### src/rtl/dpram_port_arbiter_pkg.sv
// Shared types and the round-robin pick used by the two-requester RAM port arbiter.
package dpram_port_arbiter_pkg;

    typedef logic req_id_t;

    localparam req_id_t REQ_M0 = 1'b0;
    localparam req_id_t REQ_M1 = 1'b1;

    typedef struct packed {
        logic    valid;
        req_id_t id;
    } grant_t;

    // On a tie the requester that did not win last time goes next.
    function automatic grant_t rr_pick(
        input logic    req0,
        input logic    req1,
        input req_id_t last_grant
    );
        grant_t g;
        g.valid = req0 | req1;
        if (req0 && req1) begin
            g.id = ~last_grant;
        end else if (req1) begin
            g.id = REQ_M1;
        end else begin
            g.id = REQ_M0;
        end
        return g;
    endfunction

endpackage

### src/rtl/dpram_port_arbiter.sv
// Arbitrates two requesters onto the single core-side port of the dual-port RAM,
// with round-robin fairness, bounded lock bursts and one-cycle read return routing.
module dpram_port_arbiter
    import dpram_port_arbiter_pkg::*;
#(
    parameter int ByteLength = 8,
    parameter int AddrWidth  = 32,
    parameter int DataWidth  = 32,
    parameter int MaxLock    = 4
) (
    input  logic                            clk_i,
    input  logic                            rst_i,

    input  logic [AddrWidth-1:0]            m0_addr_i,
    input  logic                            m0_wren_i,
    input  logic                            m0_rden_i,
    input  logic [DataWidth-1:0]            m0_wdata_i,
    input  logic [DataWidth/ByteLength-1:0] m0_wmask_i,
    input  logic                            m0_lock_i,
    output logic                            m0_hit_o,
    output logic [DataWidth-1:0]            m0_rdata_o,
    output logic                            m0_rvalid_o,

    input  logic [AddrWidth-1:0]            m1_addr_i,
    input  logic                            m1_wren_i,
    input  logic                            m1_rden_i,
    input  logic [DataWidth-1:0]            m1_wdata_i,
    input  logic [DataWidth/ByteLength-1:0] m1_wmask_i,
    input  logic                            m1_lock_i,
    output logic                            m1_hit_o,
    output logic [DataWidth-1:0]            m1_rdata_o,
    output logic                            m1_rvalid_o,

    output logic [AddrWidth-1:0]            mem_addr_o,
    output logic                            mem_wren_o,
    output logic [DataWidth-1:0]            mem_wdata_o,
    output logic [DataWidth/ByteLength-1:0] mem_wmask_o,
    output logic                            mem_rden_o,
    input  logic [DataWidth-1:0]            mem_rdata_i
);

    localparam int CntWidth = $clog2(MaxLock + 1);
    localparam logic [CntWidth-1:0] LockLimit  = CntWidth'(MaxLock);
    localparam bit                  LockEnable = (MaxLock > 1);

    localparam logic [0:0] ST_OPEN = 1'b0;
    localparam logic [0:0] ST_LOCK = 1'b1;

    logic [0:0]          state_q, state_d;
    req_id_t             lock_owner_q, lock_owner_d;
    logic [CntWidth-1:0] lock_cnt_q, lock_cnt_d, lock_cnt_inc;
    req_id_t             last_grant_q, last_grant_d;
    logic                rd_valid_q;
    req_id_t             rd_owner_q;

    logic [1:0] req;
    logic [1:0] lock;
    logic       owner_hold;
    grant_t     rr;
    logic       grant_valid;
    req_id_t    grant_id;

    // Grant decision; reset forces no grant so nothing reaches the RAM.
    always_comb begin
        req         = {m1_rden_i | m1_wren_i, m0_rden_i | m0_wren_i};
        lock        = {m1_lock_i, m0_lock_i};
        owner_hold  = (state_q == ST_LOCK) && req[lock_owner_q] && lock[lock_owner_q];
        rr          = rr_pick(req[0], req[1], last_grant_q);
        grant_valid = 1'b0;
        grant_id    = REQ_M0;
        if (!rst_i) begin
            if (owner_hold) begin
                grant_valid = 1'b1;
                grant_id    = lock_owner_q;
            end else begin
                grant_valid = rr.valid;
                grant_id    = rr.id;
            end
        end
    end

    // A lost owner-hold falls straight back to arbitration in the same cycle,
    // so a fresh lock can be taken without an idle OPEN cycle in between.
    always_comb begin
        state_d      = state_q;
        lock_owner_d = lock_owner_q;
        lock_cnt_d   = lock_cnt_q;
        last_grant_d = last_grant_q;
        lock_cnt_inc = lock_cnt_q + CntWidth'(1);
        if (grant_valid) begin
            last_grant_d = grant_id;
            if (owner_hold) begin
                if (lock_cnt_inc == LockLimit) begin
                    state_d    = ST_OPEN;
                    lock_cnt_d = '0;
                end else begin
                    lock_cnt_d = lock_cnt_inc;
                end
            end else if (lock[grant_id] && LockEnable) begin
                state_d      = ST_LOCK;
                lock_owner_d = grant_id;
                lock_cnt_d   = CntWidth'(1);
            end else begin
                state_d    = ST_OPEN;
                lock_cnt_d = '0;
            end
        end else begin
            state_d    = ST_OPEN;
            lock_cnt_d = '0;
        end
    end

    always_comb begin
        mem_addr_o  = '0;
        mem_wren_o  = 1'b0;
        mem_wdata_o = '0;
        mem_wmask_o = '0;
        mem_rden_o  = 1'b0;
        if (grant_valid) begin
            if (grant_id == REQ_M1) begin
                mem_addr_o  = m1_addr_i;
                mem_wren_o  = m1_wren_i;
                mem_wdata_o = m1_wdata_i;
                mem_wmask_o = m1_wmask_i;
                mem_rden_o  = m1_rden_i;
            end else begin
                mem_addr_o  = m0_addr_i;
                mem_wren_o  = m0_wren_i;
                mem_wdata_o = m0_wdata_i;
                mem_wmask_o = m0_wmask_i;
                mem_rden_o  = m0_rden_i;
            end
        end
    end

    assign m0_hit_o = grant_valid && (grant_id == REQ_M0);
    assign m1_hit_o = grant_valid && (grant_id == REQ_M1);

    // Read return is also gated by rst_i so a read in flight at reset stays silent.
    assign m0_rvalid_o = rd_valid_q && !rst_i && (rd_owner_q == REQ_M0);
    assign m1_rvalid_o = rd_valid_q && !rst_i && (rd_owner_q == REQ_M1);
    assign m0_rdata_o  = m0_rvalid_o ? mem_rdata_i : '0;
    assign m1_rdata_o  = m1_rvalid_o ? mem_rdata_i : '0;

    always_ff @(posedge clk_i) begin
        if (rst_i) begin
            state_q      <= ST_OPEN;
            lock_owner_q <= REQ_M0;
            lock_cnt_q   <= '0;
            last_grant_q <= REQ_M1;
            rd_valid_q   <= 1'b0;
            rd_owner_q   <= REQ_M0;
        end else begin
            state_q      <= state_d;
            lock_owner_q <= lock_owner_d;
            lock_cnt_q   <= lock_cnt_d;
            last_grant_q <= last_grant_d;
            rd_valid_q   <= grant_valid && mem_rden_o;
            rd_owner_q   <= grant_id;
        end
    end

endmodule

### config.mk
export PLATFORM = sky130hd
export DESIGN_NAME = dpram_port_arbiter
export DESIGN_NICKNAME = d
export VERILOG_FILES = /design/src/rtl/dpram_port_arbiter_pkg.sv /design/src/rtl/dpram_port_arbiter.sv
export SDC_FILE = /design/constraint.sdc
export NUM_CORES = 1
export LEC_CHECK = 0
export ABC_CLOCK_PERIOD_IN_PS = 1600
export BUFFER_PORTS_ARGS = -buffer_cell sky130_fd_sc_hd__buf_2
export CORE_AREA = 4 4 121 123
export CTS_BUF_LIST = sky130_fd_sc_hd__clkbuf_16
export CTS_CLUSTER_DIAMETER = 150
export DETAILED_ROUTE_END_ITERATION = 10
export DIE_AREA = 0 0 125 127
export GPL_ROUTABILITY_DRIVEN = 0
export PLACE_DENSITY = 0.48
export RECOVER_POWER = 100
export SYNTH_ARGS = -nofsm -noshare
export SYNTH_HDL_FRONTEND = slang
export SYNTH_SLANG_ARGS = --single-unit
### constraint.sdc
create_clock -name clk_i -period 1.6 [get_ports clk_i]
set_input_delay 0.08 -clock clk_i [delete_from_list [all_inputs] [get_ports clk_i]]
set_output_delay 0.08 -clock clk_i [all_outputs]
set_load 0.01 [all_outputs]
Yosys cells after proc, flatten, opt, wreduce, memory -nomap -nowiden
Cells that the tools add are included.

storage, ports and cells
  register bits after elaboration = 8
  bits in latches = 0
  memory bits (writable) = 0
  memory bits (read-only) = 0
  input bits = 176
  output and inout port bits = 138
  memories kept = 0

cells by class
  $add $sub $neg = 1
  multiply operators = 0
  div/mod/pow operators = 0
  magnitude comparators = 2
  equality and inequality tests = 2
  shift-type cells = 0
  multiplexer cells = 30
  bitwise gates (word level) = 8
  reduce and logical (&&, ||, !) cells = 12

operators by type and width
  kind                                                 number
  2-to-1 mux 32 bit                                    6
  2-to-1 mux 1 bit                                     20
  logical AND 1 bit                                    9
  2-to-1 mux 4 bit                                     2
  2-to-1 mux 3 bit                                     2
  inverter 1 bit                                       5
  < comparator 1 x 2 -> 1 bit (second input constant)  2
  adder 3 x 1 -> 3 bit (second input constant)         1
  equality test 3 bit (second input constant)          1
  bitwise OR 1 bit                                     3
  AND reduction 3 bit                                  1
  != test 2 x 1 -> 1 bit (second input constant)       1
  OR reduction 2 bit                                   1
  logical NOT 1 bit                                    1

Longest topological paths before layout
Gate-level depths: netlist (run 1).

  depth in word-level cells = 11
  depth in mapped cells = 8
  depth with buffers taken out = 5

Worst setup path after synthesis (run 1)
No wires, ideal clock.

  path type = register to output
  start = register lock_owner_q
  end = output mem_addr_o[0]
  arrival time = 1.385 ns
  required time = 1.520 ns
  slack = 0.135 ns
  cell stages (with the launch flop) = 6
  buffers on the path = 2
  cells stage by stage = dfxtp_1 -> and3_1 -> o221a_2 -> buf_6 -> clkbuf_1 -> o21ai_0

between the ends
  cells in the longest elaborated chain, start to end = 8

RTL lines
  what                                                 RTL line                   RTL
  start: declaration                                   dpram_port_arbiter.sv:50   req_id_t lock_owner_q, lock_owner_d;
  start signal: assignment                             dpram_port_arbiter.sv:155  lock_owner_q <= lock_owner_d;
  2-to-1 mux 1 bit (not written as such) (2 in a row)  dpram_port_arbiter.sv:67   owner_hold = (state_q == ST_LOCK) && req[lock_owner_q] && lock[lock_owner_q];
  logical AND 1 bit (2 in a row)                       dpram_port_arbiter.sv:67
  2-to-1 mux 1 bit                                     dpram_port_arbiter.sv:72   if (owner_hold) begin
  2-to-1 mux 1 bit                                     dpram_port_arbiter.sv:71   if (!rst_i) begin
  2-to-1 mux 32 bit                                    dpram_port_arbiter.sv:120  if (grant_id == REQ_M1) begin
  2-to-1 mux 32 bit *                                  dpram_port_arbiter.sv:119  if (grant_valid) begin
  end: declaration                                     dpram_port_arbiter.sv:34   output logic [AddrWidth-1:0] mem_addr_o,

Mark *: on every way between the ends. The rest lies on a longest branch, timed or not. The select of a mux whose other input is x is not followed.

Worst setup path in the final report (run 1)
  start = register state_q
  end = output mem_wmask_o[3]

between the ends
  cells in the longest elaborated chain, start to end = 6

RTL lines
  what                              RTL line                   RTL
  start: declaration                dpram_port_arbiter.sv:49   logic [0:0] state_q, state_d;
  start signal: assignment          dpram_port_arbiter.sv:154  state_q <= state_d;
  logical AND 1 bit * (2 in a row)  dpram_port_arbiter.sv:67
  2-to-1 mux 1 bit                  dpram_port_arbiter.sv:72
  2-to-1 mux 1 bit                  dpram_port_arbiter.sv:71
  2-to-1 mux 4 bit                  dpram_port_arbiter.sv:120
  2-to-1 mux 4 bit *                dpram_port_arbiter.sv:119
  end: declaration                  dpram_port_arbiter.sv:37   output logic [DataWidth/ByteLength-1:0] mem_wmask_o,

Mark *: on every way between the ends. The rest lies on a longest branch, timed or not.

==> metrics.log, run 1 <==
[metrics] PnR Total Power: 1.94 mW
[metrics] Post-synth EDFFs: 0
[metrics] Initial Util: 13.5%
[metrics] setup repair after global routing missed its margin: yes
[metrics] count of hold-fix buffers inserted at cts: 0
[metrics] sequential group share of total power: 11.4%
[metrics] height of the die: 127 um
[metrics] slew at the pin with the worst max-slew slack: 0.624 ns
[metrics] final count of negative-setup-slack endpoints: 62
[metrics] power per unit of standard cell area: 429 nW/um^2
[metrics] part of the power in combinational logic: 66.9%
[metrics] LEAKAGE: 2.57 nW
[metrics] violations in the final reports: setup timing
[metrics] number of vias per cell after detailed routing: 4.13
[metrics] layout overhead on the synthesized area: 145%
[metrics] layout cell share with drive strength beyond 1: 66.4%
[metrics] fin crit share: 107%
[metrics] number of nets in the synthesized netlist: 524
[metrics] number of nets at the end of the flow: 855
[metrics] outcome: complete, but fails checks
[metrics] clk_lat worst skew: 0.23 ns
[metrics] WL/cell: 13.4 um
[metrics] final max-slew violation count: 0
[metrics] Synth Warn #: 0
[metrics] crit path max fanout: 7
[metrics] max-capacitance violation count: 0
[metrics] grt ovf: 0
[metrics] average instance area after synthesis: 5.34 sq um
[metrics] dpl ws: 0.0196 ns
[metrics] sequential fraction of the synthesis area: 8.67%
[metrics] number of CTS-inserted buffers: 3
[metrics] sink count of the clock tree: 8
[metrics] master of the slowest instance on the critical path: sky130_fd_sc_hd__dfxtp_2
[metrics] Port Buffer Count: 313
[metrics] top cells by area in the synthesized netlist: sky130_fd_sc_hd__nand2_1 28%, sky130_fd_sc_hd__and2_1 22%, sky130_fd_sc_hd__o21ai_0 20%, sky130_fd_sc_hd__dfxtp_1 8.7%, sky130_fd_sc_hd__clkbuf_1 3.5%
[metrics] Max-Slew Margin vs Limit: 58.3%
[metrics] total wire length after detailed routing: 11.5 mm
[metrics] endpoint kind of the worst setup timing path: primary output
[metrics] CTS tree: yes
[metrics] critical-path cell list: o211ai_1, buf_4, o221a_4, clkbuf_16, nand2_2, o21ai_1, buf_2
[metrics] placed cell count: 827
[metrics] Post-Route Skew: 0.00123 ns
[metrics] WS Path Type: register to primary output
[metrics] root buffer cell: sky130_fd_sc_hd__clkbuf_16
[metrics] net switching power: 754 uW
[metrics] Starting DRT DRC Count: 81
[metrics] Fin. Hold Viols: 0
[metrics] cell count after synthesis: 346
[metrics] Final HPWL DP: 8.50 mm
[metrics] net switching share of the total power: 38.8%
[metrics] final setup margin: -0.118 ns
[metrics] Tmin final: 1.72 ns
[metrics] synthesized area: 1850 sq um
[metrics] Worst Hold Class: input port to register
[metrics] Power Internal: 1.19 mW
[metrics] iteration count of the initial detailed-routing pass: 4
[metrics] IO Pins: 314
[metrics] Async SR Flop Fraction: 0%
[metrics] Core Region: 13700 sq um
[metrics] clock network fraction of total power: 21.6%
[metrics] count of unresolved DRC violations after routing: 0
[metrics] number of levels in the clock H-tree: 1
[metrics] Seq cells post-synth: 8
[metrics] Hold Worst Slack: 0.212 ns
[metrics] Post-Route Setup TNS: -4.49 ns
[metrics] placement row count: 43
[metrics] most common library cells after synthesis: 139 x sky130_fd_sc_hd__nand2_1, 73 x sky130_fd_sc_hd__o21ai_0, 65 x sky130_fd_sc_hd__and2_1, 17 x sky130_fd_sc_hd__clkbuf_1, 8 x sky130_fd_sc_hd__dfxtp_1
[metrics] leading cell type by number of instances after synthesis: sky130_fd_sc_hd__nand2_1
[metrics] total number of vias: 3527
[metrics] startpoint kind of the worst setup timing path: register
[metrics] Antenna Diode Count: 0
[metrics] pin count of the biggest net entering global routing: 39
[metrics] arrival time worst endpoint: 1.64 ns
[metrics] die boundary width: 125 um
[metrics] primary flip-flop cell chosen by synthesis mapping: sky130_fd_sc_hd__dfxtp_1
[metrics] peak clock frequency supported by timing: 582 MHz
[metrics] Yosys top cell area share: 28.3%
[metrics] critical path's largest stage delay: 0.32 ns
[metrics] Clock Path Buffers: 2
[metrics] Tot GR Track Use: 12.2%
[metrics] initial antenna violation count: 1
[metrics] Die Footprint: 15900 sq um
[metrics] data required time of the critical path: 1.52 ns
[metrics] number of antenna-violating nets in the routed design: 0
[metrics] wire length of the first global-routing pass: 16.2 mm
[metrics] vias in the first global route: 3265
[metrics] final standard cell count with taps included and fillers excluded: 855
[metrics] largest voltage drop on the vdd net: 0.259 mV
[metrics] clock transition at the register clock pins on the worst setup and hold paths after CTS: 0.04 ns
[metrics] cell taking the most area after synthesis: sky130_fd_sc_hd__nand2_1
[metrics] number of distinct library cells after synthesis: 31
area by class of cell:
cell class	instances	area (sq um)
inverter	1	3.75
tap	180	225
multi-input combinational	308	1890
timing repair buffer	355	2180
clock buffer	3	75.1
fill	1482	9130
sequential	8	163
critical path: cells and delay by family, from the launching register on:
kind | cells | cell delay [ns]
and+or+nand+nor | 1 | 0.05
AOI/OAI and AO/OA | 3 | 0.51
buffers and inverters | 3 | 0.52
DFF | 1 | 0.32
metrics by stage:
stage               util (%)  cell area (sq um)
floorplan                  -               1850
global placement        27.1               3700
detailed placement      27.1               3700
CTS                     29.7               4060
global route            33.2               4530
finish                  33.2               4530
worst paths after layout:
| check | start | endpoint | slack [ns] | cells past startpoint |
|---|---|---|---|---|
| hold / removal | m1_lock_i | lock_owner_q$_SDFFE_PP0P_ | 0.21 | 3 |
| hold reg to reg | lock_cnt_q[0]$_SDFF_PP0_ | lock_cnt_q[0]$_SDFF_PP0_ | 0.46 | 1 |
| setup / recovery | state_q$_SDFFE_PP0P_ | mem_wmask_o[3] | -0.12 | 7 |
| setup reg to reg | state_q$_SDFFE_PP0P_ | lock_owner_q$_SDFFE_PP0P_ | 0.03 | 6 |
placed cells by master (no fill, tap or decap), drive strengths merged, types with 2 or more instances in the layout:
cell type and instances:
ha 2, and2 65, a21oi 2, and3 2
o221a 3, dfxtp 8, clkbuf 35, nor2 4
buf 323, o21ai 73, o32ai 2, nand2 139
nand2b 2
cells by family after synthesis:
group | synth area share (%)
DFF | 8.67
muxes | 0.542
adders and majority gates | 1.35
buffers and inverters | 8.87
AOI/OAI and AO/OA | 25.8
and+or+nand+nor | 54.3
xor gates and xnor gates | 0.474
power groups by stage:
stage | clock [mW] | combinational [mW] | sequential, mW
floorplan | 0 | 0.441 | 0.223
global placement | 0 | 0.974 | 0.224
detailed placement | 0 | 0.970 | 0.224
CTS | 0.431 | 1.12 | 0.222
global route | 0.439 | 1.42 | 0.225
finish | 0.420 | 1.30 | 0.222
flip-flops by register name, indices dropped and copies added, names as in the netlist:
name	flops
state_q	1
rd_valid_q	1
lock_cnt_q	3
rd_owner_q	1
last_grant_q	1
lock_owner_q	1
routing by layer:
layer | global-route usage, % | share of wire [%] | vias to the layer above
met3 | 2.72 | 8.5 | 13
met4 | 3.19 | 1.4 | 2
met1 | 14.2 | 38 | 1534
met2 | 22.6 | 52 | 188
met5 | 0 | 0.11 | -
li1 | - | - | 1790
what timing repair did:
item | in CTS | in global routing
resized for setup | 86 | 97
endpoints found under the setup margin | 72 | 75
gates cloned | 4 | 9
setup buffers | 9 | 5
pin swaps | 15 | 44
Note: power is estimated with default switching activity, not from simulation.
==> inputs of run 2 (changes only) <==
--- a/config.mk
+++ b/config.mk
@@ -5,15 +5,16 @@
 export SDC_FILE = /design/constraint.sdc
 export NUM_CORES = 1
 export LEC_CHECK = 0
+export ABC_AREA = 1
 export ABC_CLOCK_PERIOD_IN_PS = 1600
 export BUFFER_PORTS_ARGS = -buffer_cell sky130_fd_sc_hd__buf_2
-export CORE_AREA = 4 4 121 123
+export CORE_AREA = 4 4 120 122
 export CTS_BUF_LIST = sky130_fd_sc_hd__clkbuf_16
 export CTS_CLUSTER_DIAMETER = 150
 export DETAILED_ROUTE_END_ITERATION = 10
-export DIE_AREA = 0 0 125 127
+export DIE_AREA = 0 0 124 126
 export GPL_ROUTABILITY_DRIVEN = 0
-export PLACE_DENSITY = 0.48
+export PLACE_DENSITY = 0.46
 export RECOVER_POWER = 100
 export SYNTH_ARGS = -nofsm -noshare
 export SYNTH_HDL_FRONTEND = slang
==> run 2 against run 1 <==
The flow still finishes with violations (setup timing). Global-route usage increased by 0.15 points. Critical endpoint is now mem_addr_o[0]. Clock skew is essentially flat. Combinational power up 14%. Core utilization down 4.3 points. First-iteration DRC count increased by 64%. Die area down 1.6%. Register-to-register slack worse by 0.03 ns. Critical path type unchanged. Total power up 9.0%. Via count fell by 14%. Synthesized area decreased by 14%. Non-clock buffer count shrank 20.
==> metrics.log, run 2 <==
[metrics] adder-cell area share of the yosys netlist: 1.58%
[metrics] launch instance of the worst register-to-register path: lock_owner_q$_SDFFE_PP0P_
[metrics] number of nets in the synthesized netlist: 428
[metrics] count of unresolved DRC violations after routing: 0
[metrics] wire length of the first global-routing pass: 15.3 mm
[metrics] most common library cells after synthesis: 69 x sky130_fd_sc_hd__nor2_1, 68 x sky130_fd_sc_hd__a22o_1, 41 x sky130_fd_sc_hd__inv_1, 12 x sky130_fd_sc_hd__nand2_1, 9 x sky130_fd_sc_hd__buf_6
[metrics] height of the die: 126 um
[metrics] Seq cells post-synth: 8
[metrics] sink count of the clock tree: 8
[metrics] average instance area after synthesis: 6.35 sq um
[metrics] Yosys top cell area share: 37.5%
[metrics] Max-Slew Margin vs Limit: 79.6%
[metrics] cell area after placement: 3350 sq um
[metrics] fraction of synthesized area in multiplexers: 0%
[metrics] end of the worst register-to-register path: lock_owner_q$_SDFFE_PP0P_
[metrics] Post-synth EDFFs: 0
[metrics] Post-Route Skew: 0.00157 ns
[metrics] Synth Area in XOR/XNOR: 0.552%
[metrics] clk_lat worst skew: 0.23 ns
[metrics] max-capacitance violation count: 0
[metrics] Post-Route Setup TNS: -16.03 ns
[metrics] number of CTS-inserted buffers: 3
[metrics] final setup margin: -0.267 ns
[metrics] outcome: complete, but fails checks
[metrics] total number of vias: 3038
[metrics] top cells by area in the synthesized netlist: sky130_fd_sc_hd__a22o_1 38%, sky130_fd_sc_hd__nor2_1 16%, sky130_fd_sc_hd__dfxtp_1 10%, sky130_fd_sc_hd__inv_1 9.7%, sky130_fd_sc_hd__buf_6 6.4%
[metrics] final count of negative-setup-slack endpoints: 72
[metrics] iteration count of the initial detailed-routing pass: 4
[metrics] Final HPWL DP: 9.08 mm
[metrics] most used cells in the layout excluding fill and tap cells: 287 x sky130_fd_sc_hd__buf_2, 68 x sky130_fd_sc_hd__a22o_1, 68 x sky130_fd_sc_hd__nor2_1, 41 x sky130_fd_sc_hd__inv_1, 13 x sky130_fd_sc_hd__buf_6
[metrics] largest voltage drop on the vdd net: 0.497 mV
[metrics] compound-gate portion of the synthesized area: 40.8%
[metrics] Clock Path Buffers: 2
[metrics] violations in the final reports: setup timing
[metrics] die boundary width: 124 um
[metrics] Initial Util: 12.0%
[metrics] total wire length after detailed routing: 11.7 mm
[metrics] initial antenna violation count: 0
[metrics] count of hold-fix buffers inserted at cts: 0
[metrics] Synth Warn #: 0
[metrics] layout overhead on the synthesized area: 140%
[metrics] layout cell share with drive strength beyond 1: 61.6%
[metrics] Antenna Diode Count: 0
[metrics] crit path max fanout: 8
[metrics] vias in the first global route: 2762
[metrics] number of levels in the clock H-tree: 1
[metrics] clock transition at the register clock pins on the worst setup and hold paths after CTS: 0.04 ns
[metrics] root buffer cell: sky130_fd_sc_hd__clkbuf_16
[metrics] setup repair after global routing missed its margin: yes
[metrics] number of nets at the end of the flow: 748
[metrics] Core Region: 13200 sq um
[metrics] register with the most flip-flops: lock_cnt_q
[metrics] Port Buffer Count: 313
[metrics] Tot GR Track Use: 12.3%
[metrics] number of antenna-violating nets in the routed design: 0
[metrics] Starting DRT DRC Count: 133
[metrics] cell count of the worst reg-to-reg path: 14
[metrics] most common cell after layout, fill and taps aside: sky130_fd_sc_hd__buf_2
[metrics] Post-Route Utilization: 28.9%
[metrics] leading cell type by number of instances after synthesis: sky130_fd_sc_hd__nor2_1
[metrics] peak clock frequency supported by timing: 536 MHz
[metrics] slew at the pin with the worst max-slew slack: 0.305 ns
[metrics] endpoint kind of the worst setup timing path: primary output
[metrics] primary flip-flop cell chosen by synthesis mapping: sky130_fd_sc_hd__dfxtp_1
[metrics] number of vias per cell after detailed routing: 4.08
[metrics] WL/cell: 15.8 um
[metrics] fin crit share: 117%
[metrics] summed area of non-filler cells in the final layout: 3810 sq um
[metrics] Worst Hold Class: input port to register
[metrics] final max-slew violation count: 0
[metrics] grt ovf: 0
[metrics] placement row count: 42
[metrics] pin count of the biggest net entering global routing: 32
[metrics] cell depth of the worst hold path: 3
[metrics] Async SR Flop Fraction: 0%
[metrics] capture endpoint of the worst hold path: rd_valid_q$_SDFF_PP0_
[metrics] Die Footprint: 15600 sq um
[metrics] data required time of the critical path: 1.52 ns
[metrics] cell taking the most area after synthesis: sky130_fd_sc_hd__a22o_1
[metrics] dominant combinational cell family by area after synthesis: compound AO/OA/AOI/OAI gates
[metrics] cell count after synthesis: 250
[metrics] post-synthesis simple-gate area fraction: 26.2%
[metrics] PnR Total Power: 2.12 mW
[metrics] Tmin final: 1.87 ns
[metrics] worst reg-to-reg setup slack: 0 ns
[metrics] hold path startpoint: m0_rden_i
[metrics] LEAKAGE: 2.45 nW
[metrics] startpoint kind of the worst setup timing path: register
[metrics] number of flip-flops under the largest register name: 3
[metrics] CTS tree: yes
[metrics] IO Pins: 314
[metrics] dpl ws: -0.0847 ns
[metrics] number of distinct library cells after synthesis: 24
[metrics] power per unit of standard cell area: 556 nW/um^2
[metrics] Fin. Hold Viols: 0
[metrics] synthesized area: 1590 sq um
[metrics] arrival time worst endpoint: 1.79 ns
[metrics] sequential fraction of the synthesis area: 10.1%
[metrics] WS Path Type: register to primary output
-- run 2: cell types whose count changed in the layout (fill, tap and decap cells not counted), moves of 6 or more --
cell                       before  now
sky130_fd_sc_hd__a22o_1         0   68
sky130_fd_sc_hd__nand2_2       28    1
sky130_fd_sc_hd__buf_4         16    6
sky130_fd_sc_hd__clkbuf_2      24    9
sky130_fd_sc_hd__inv_1          1   41
sky130_fd_sc_hd__nand2_1      104   12
sky130_fd_sc_hd__buf_6          6   13
sky130_fd_sc_hd__nor2_1         4   68
sky130_fd_sc_hd__buf_12        10    4
sky130_fd_sc_hd__o21ai_1       17    1
sky130_fd_sc_hd__o21ai_2       49    0
sky130_fd_sc_hd__and2_1        60    0
-- run 2: per-stage QoR --
step,cells,hold slack (ns)
floorplan,250,0.213
global placement,729,0.356
detailed placement,729,0.358
CTS,738,0.123
global route,744,0.142
finish,744,0.121
-- run 2: final cells by class --
| class | instances | area [sq um] |
|---|---|---|
| clock buffers | 3 | 75.1 |
| inverters | 48 | 183 |
| well taps | 176 | 220 |
| multi-input cells | 174 | 1120 |
| repair buffers | 335 | 2050 |
| fillers | 1468 | 9380 |
| flip-flops and latches | 8 | 161 |
-- run 2: worst max-delay path by stage --
stage	start	to	depth (start not counted)
2_1_floorplan	lock_owner_q$_SDFFE_PP0P_	mem_rden_o	12
3_3_place_gp	lock_owner_q$_SDFFE_PP0P_	mem_addr_o[24]	11
3_5_place_dp	lock_owner_q$_SDFFE_PP0P_	mem_addr_o[30]	11
4_1_cts	lock_owner_q$_SDFFE_PP0P_	mem_addr_o[24]	11
5_1_grt	lock_owner_q$_SDFFE_PP0P_	mem_addr_o[0]	11
6_report	lock_owner_q$_SDFFE_PP0P_	mem_addr_o[0]	12
-- run 2: logic make-up (layout without fill, tap and decap cells) --
| kind of cell | after synthesis | count (layout) |
|---|---|---|
| buffers and inverters | 68 | 386 |
| adder cells (fa/ha/maj) | 2 | 2 |
| AND/OR/NAND/NOR | 94 | 94 |
| flip-flops | 8 | 8 |
| XOR/XNOR | 1 | 1 |
| AO/OA/AOI/OAI | 77 | 77 |
-- run 2: timing repair --
item / CTS / global route
pin swaps: 2 / 24
setup buffers: 2 / 1
gates resized for setup: 22 / 11
gates cloned: 4 / 5
setup endpoints to repair: 72 / 97
-- run 2: metal layers --
| metal | routed length (um) | track usage [%] |
|---|---|---|
| met3 | 1110 | 1.70 |
| met1 | 4670 | 15.7 |
| met4 | 124 | 1.61 |
| met2 | 5840 | 22.5 |
| met5 | 0 | 0 |
-- run 2: critical path, cell delays in order, from the launching register on --
cell	delay [ns]
sky130_fd_sc_hd__dfxtp_2	0.33
sky130_fd_sc_hd__nand2_1	0.05
sky130_fd_sc_hd__clkinv_1	0.05
sky130_fd_sc_hd__nand2_2	0.06
sky130_fd_sc_hd__nand2_4	0.09
sky130_fd_sc_hd__nand2_4	0.06
sky130_fd_sc_hd__nand2_4	0.07
sky130_fd_sc_hd__inv_4	0.05
sky130_fd_sc_hd__nor2_8	0.17
sky130_fd_sc_hd__buf_12	0.18
sky130_fd_sc_hd__clkbuf_16	0.16
sky130_fd_sc_hd__a22o_1	0.14
sky130_fd_sc_hd__buf_2	0.14
-- run 2: power breakdown --
part	internal (mW)	switching (mW)	total [mW]
Combinational	0.761	0.715	1.48
Clock	0.321	0.0862	0.407
Sequential	0.220	0.0149	0.235
Total	1.30	0.816	2.12
==> inputs of run 3 (changes only) <==
--- a/config.mk
+++ b/config.mk
@@ -6,7 +6,7 @@
 export NUM_CORES = 1
 export LEC_CHECK = 0
 export ABC_AREA = 1
-export ABC_CLOCK_PERIOD_IN_PS = 1600
+export ABC_CLOCK_PERIOD_IN_PS = 1870
 export BUFFER_PORTS_ARGS = -buffer_cell sky130_fd_sc_hd__buf_2
 export CORE_AREA = 4 4 120 122
 export CTS_BUF_LIST = sky130_fd_sc_hd__clkbuf_16
==> constraint.sdc (replaced) <==
create_clock -name clk_i -period 1.87 [get_ports clk_i]
set_input_delay 0.0935 -clock clk_i [delete_from_list [all_inputs] [get_ports clk_i]]
set_output_delay 0.0935 -clock clk_i [all_outputs]
set_load 0.01 [all_outputs]
==> run 3 against run 2 <==
The run still ends with setup timing left. Sequential share of layout area increased by 0.050 points. Worst hold slack improved by 0.016 ns. Via count increased by 2.4%. Die area unchanged. Critical path depth unchanged. Combinational power decreased by 14%. Critical endpoint is now mem_addr_o[17]. Flip-flop and latch count unchanged.
==> metrics.log, run 3 (synthesis gave the netlist of run 2 again) <==
[metrics] number of antenna-violating nets in the routed design: 0
[metrics] critical-path cell list: nand2_2, inv_2, nand2_2, nand2_4, nand3_4, nand2_4, nor2_8, buf_12, buf_12, buf_16, a22o_1, buf_2
[metrics] Core Region: 13200 sq um
[metrics] dpl ws: 0.113 ns
[metrics] number of levels in the clock H-tree: 1
[metrics] LEAKAGE: 2.47 nW
[metrics] violations in the final reports: setup timing
[metrics] fin crit share: 105%
[metrics] vias in the first global route: 2892
[metrics] Antenna Diode Count: 0
[metrics] largest voltage drop on the vdd net: 0.581 mV
[metrics] Port Buffer Count: 313
[metrics] wire length of the first global-routing pass: 15.4 mm
[metrics] layout overhead on the synthesized area: 141%
[metrics] Die Footprint: 15600 sq um
[metrics] launch instance of the worst register-to-register path: lock_owner_q$_SDFFE_PP0P_
[metrics] Tot GR Track Use: 12.3%
[metrics] outcome: complete, but fails checks
[metrics] hold path startpoint: m0_rden_i
[metrics] startpoint kind of the worst setup timing path: register
[metrics] count of hold-fix buffers inserted at cts: 0
[metrics] Post-Route Utilization: 29.0%
[metrics] Fin. Hold Viols: 0
[metrics] total wire length after detailed routing: 12.0 mm
[metrics] summed area of non-filler cells in the final layout: 3820 sq um
[metrics] peak clock frequency supported by timing: 509 MHz
[metrics] clk_lat worst skew: 0.23 ns
[metrics] WS Path Type: register to primary output
[metrics] final count of negative-setup-slack endpoints: 66
[metrics] setup repair after global routing missed its margin: yes
[metrics] count of unresolved DRC violations after routing: 0
[metrics] slew at the pin with the worst max-slew slack: 0.508 ns
[metrics] Worst Hold Class: input port to register
[metrics] Starting DRT DRC Count: 164
[metrics] data required time of the critical path: 1.78 ns
[metrics] number of flip-flops under the largest register name: 3
[metrics] power per unit of standard cell area: 477 nW/um^2
[metrics] number of vias per cell after detailed routing: 4.19
[metrics] endpoint kind of the worst setup timing path: primary output
[metrics] die boundary width: 124 um
[metrics] total number of vias: 3112
[metrics] Hold Worst Slack: 0.137 ns
[metrics] most used cells in the layout excluding fill and tap cells: 298 x sky130_fd_sc_hd__buf_2, 68 x sky130_fd_sc_hd__a22o_1, 68 x sky130_fd_sc_hd__nor2_1, 41 x sky130_fd_sc_hd__inv_1, 15 x sky130_fd_sc_hd__buf_6
[metrics] Final HPWL DP: 8.93 mm
[metrics] clock transition at the register clock pins on the worst setup and hold paths after CTS: 0.04 ns
[metrics] register with the most flip-flops: lock_cnt_q
[metrics] placement row count: 42
[metrics] final setup margin: -0.0944 ns
[metrics] initial antenna violation count: 0
[metrics] WL/cell: 16.2 um
[metrics] cell count of the worst reg-to-reg path: 13
[metrics] critical path's largest stage delay: 0.36 ns
[metrics] CTS tree: yes
[metrics] IO Pins: 314
[metrics] Max-Slew Margin vs Limit: 65.9%
[metrics] pin count of the biggest net entering global routing: 37
[metrics] arrival time worst endpoint: 1.87 ns
[metrics] final standard cell count with taps included and fillers excluded: 743
[metrics] most common cell after layout, fill and taps aside: sky130_fd_sc_hd__buf_2
[metrics] PnR Total Power: 1.82 mW
[metrics] number of nets at the end of the flow: 747
[metrics] Initial Util: 12.0%
[metrics] Clock Path Buffers: 2
[metrics] cell area after placement: 3280 sq um
[metrics] root buffer cell: sky130_fd_sc_hd__clkbuf_16
[metrics] Tmin final: 1.96 ns
[metrics] grt ovf: 0
[metrics] Post-Route Skew: 0.00191 ns
[metrics] height of the die: 126 um
[metrics] Worst setup startpoint: lock_owner_q$_SDFFE_PP0P_
[metrics] layout cell share with drive strength beyond 1: 63.1%
[metrics] iteration count of the initial detailed-routing pass: 4
[metrics] placed cell count: 723
[metrics] sink count of the clock tree: 8
[metrics] number of CTS-inserted buffers: 3
[metrics] Post-Route Setup TNS: -3.14 ns
[metrics] cell depth of the worst hold path: 3
[metrics] final max-slew violation count: 0
[metrics] max-capacitance violation count: 0
[metrics] crit path max fanout: 9
[metrics] master of the slowest instance on the critical path: sky130_fd_sc_hd__dfxtp_4
## run 3: changes by cell type in the layout (fill, tap and decap cells not counted), sizes merged
cell    delta
clkbuf    -15
buf       +14
clkinv     -1
inv        +1
## run 3: worst paths after layout
| check | end | slack, ns |
|---|---|---|
| worst max-delay path | mem_addr_o[17] | -0.09 |
| worst min register to register | last_grant_q$_SDFFE_PP1P_ | 0.49 |
| worst min-delay path | rd_valid_q$_SDFF_PP0_ | 0.14 |
| worst max register to register | lock_owner_q$_SDFFE_PP0P_ | 0.11 |
## run 3: critical path: cells and delay by family (launching register included)
family | cells | cell delay [ns]
simple gates | 6 | 0.45
flops | 1 | 0.36
compound gates | 1 | 0.23
buf+inv | 5 | 0.60
## run 3: power breakdown
group / internal (mW) / leakage (nW) / total (mW) / switching, mW
combinational: 0.649 / 2.37 / 1.27 / 0.618
clock: 0.275 / 0.0370 / 0.354 / 0.0786
sequential: 0.188 / 0.0668 / 0.203 / 0.0144
## run 3: metal layers
metal | share of wire, % | global-route usage, % | routed length, um | vias to the layer above
met4 | 0.63 | 1.03 | 76 | 0
met3 | 9.8 | 2.33 | 1180 | 6
met2 | 51 | 23.2 | 6160 | 175
met1 | 38 | 14.8 | 4580 | 1450
li1 | - | - | - | 1481
met5 | 0 | 0 | 0 | -
## run 3: cell type report
class | instances | area, sq um
inverter | 48 | 185
multi-input combinational | 174 | 1150
tap | 176 | 220
fill | 1465 | 9370
timing repair buffer | 334 | 2030
clock buffer | 3 | 75.1
sequential | 8 | 164
## run 3: timing repair
item                                    in CTS  in global routing
endpoints found under the setup margin      70                 71
buffers inserted                             5                  3
gates cloned                                 4                  5
pin swaps                                   16                 13
gates resized for setup                     23                 18
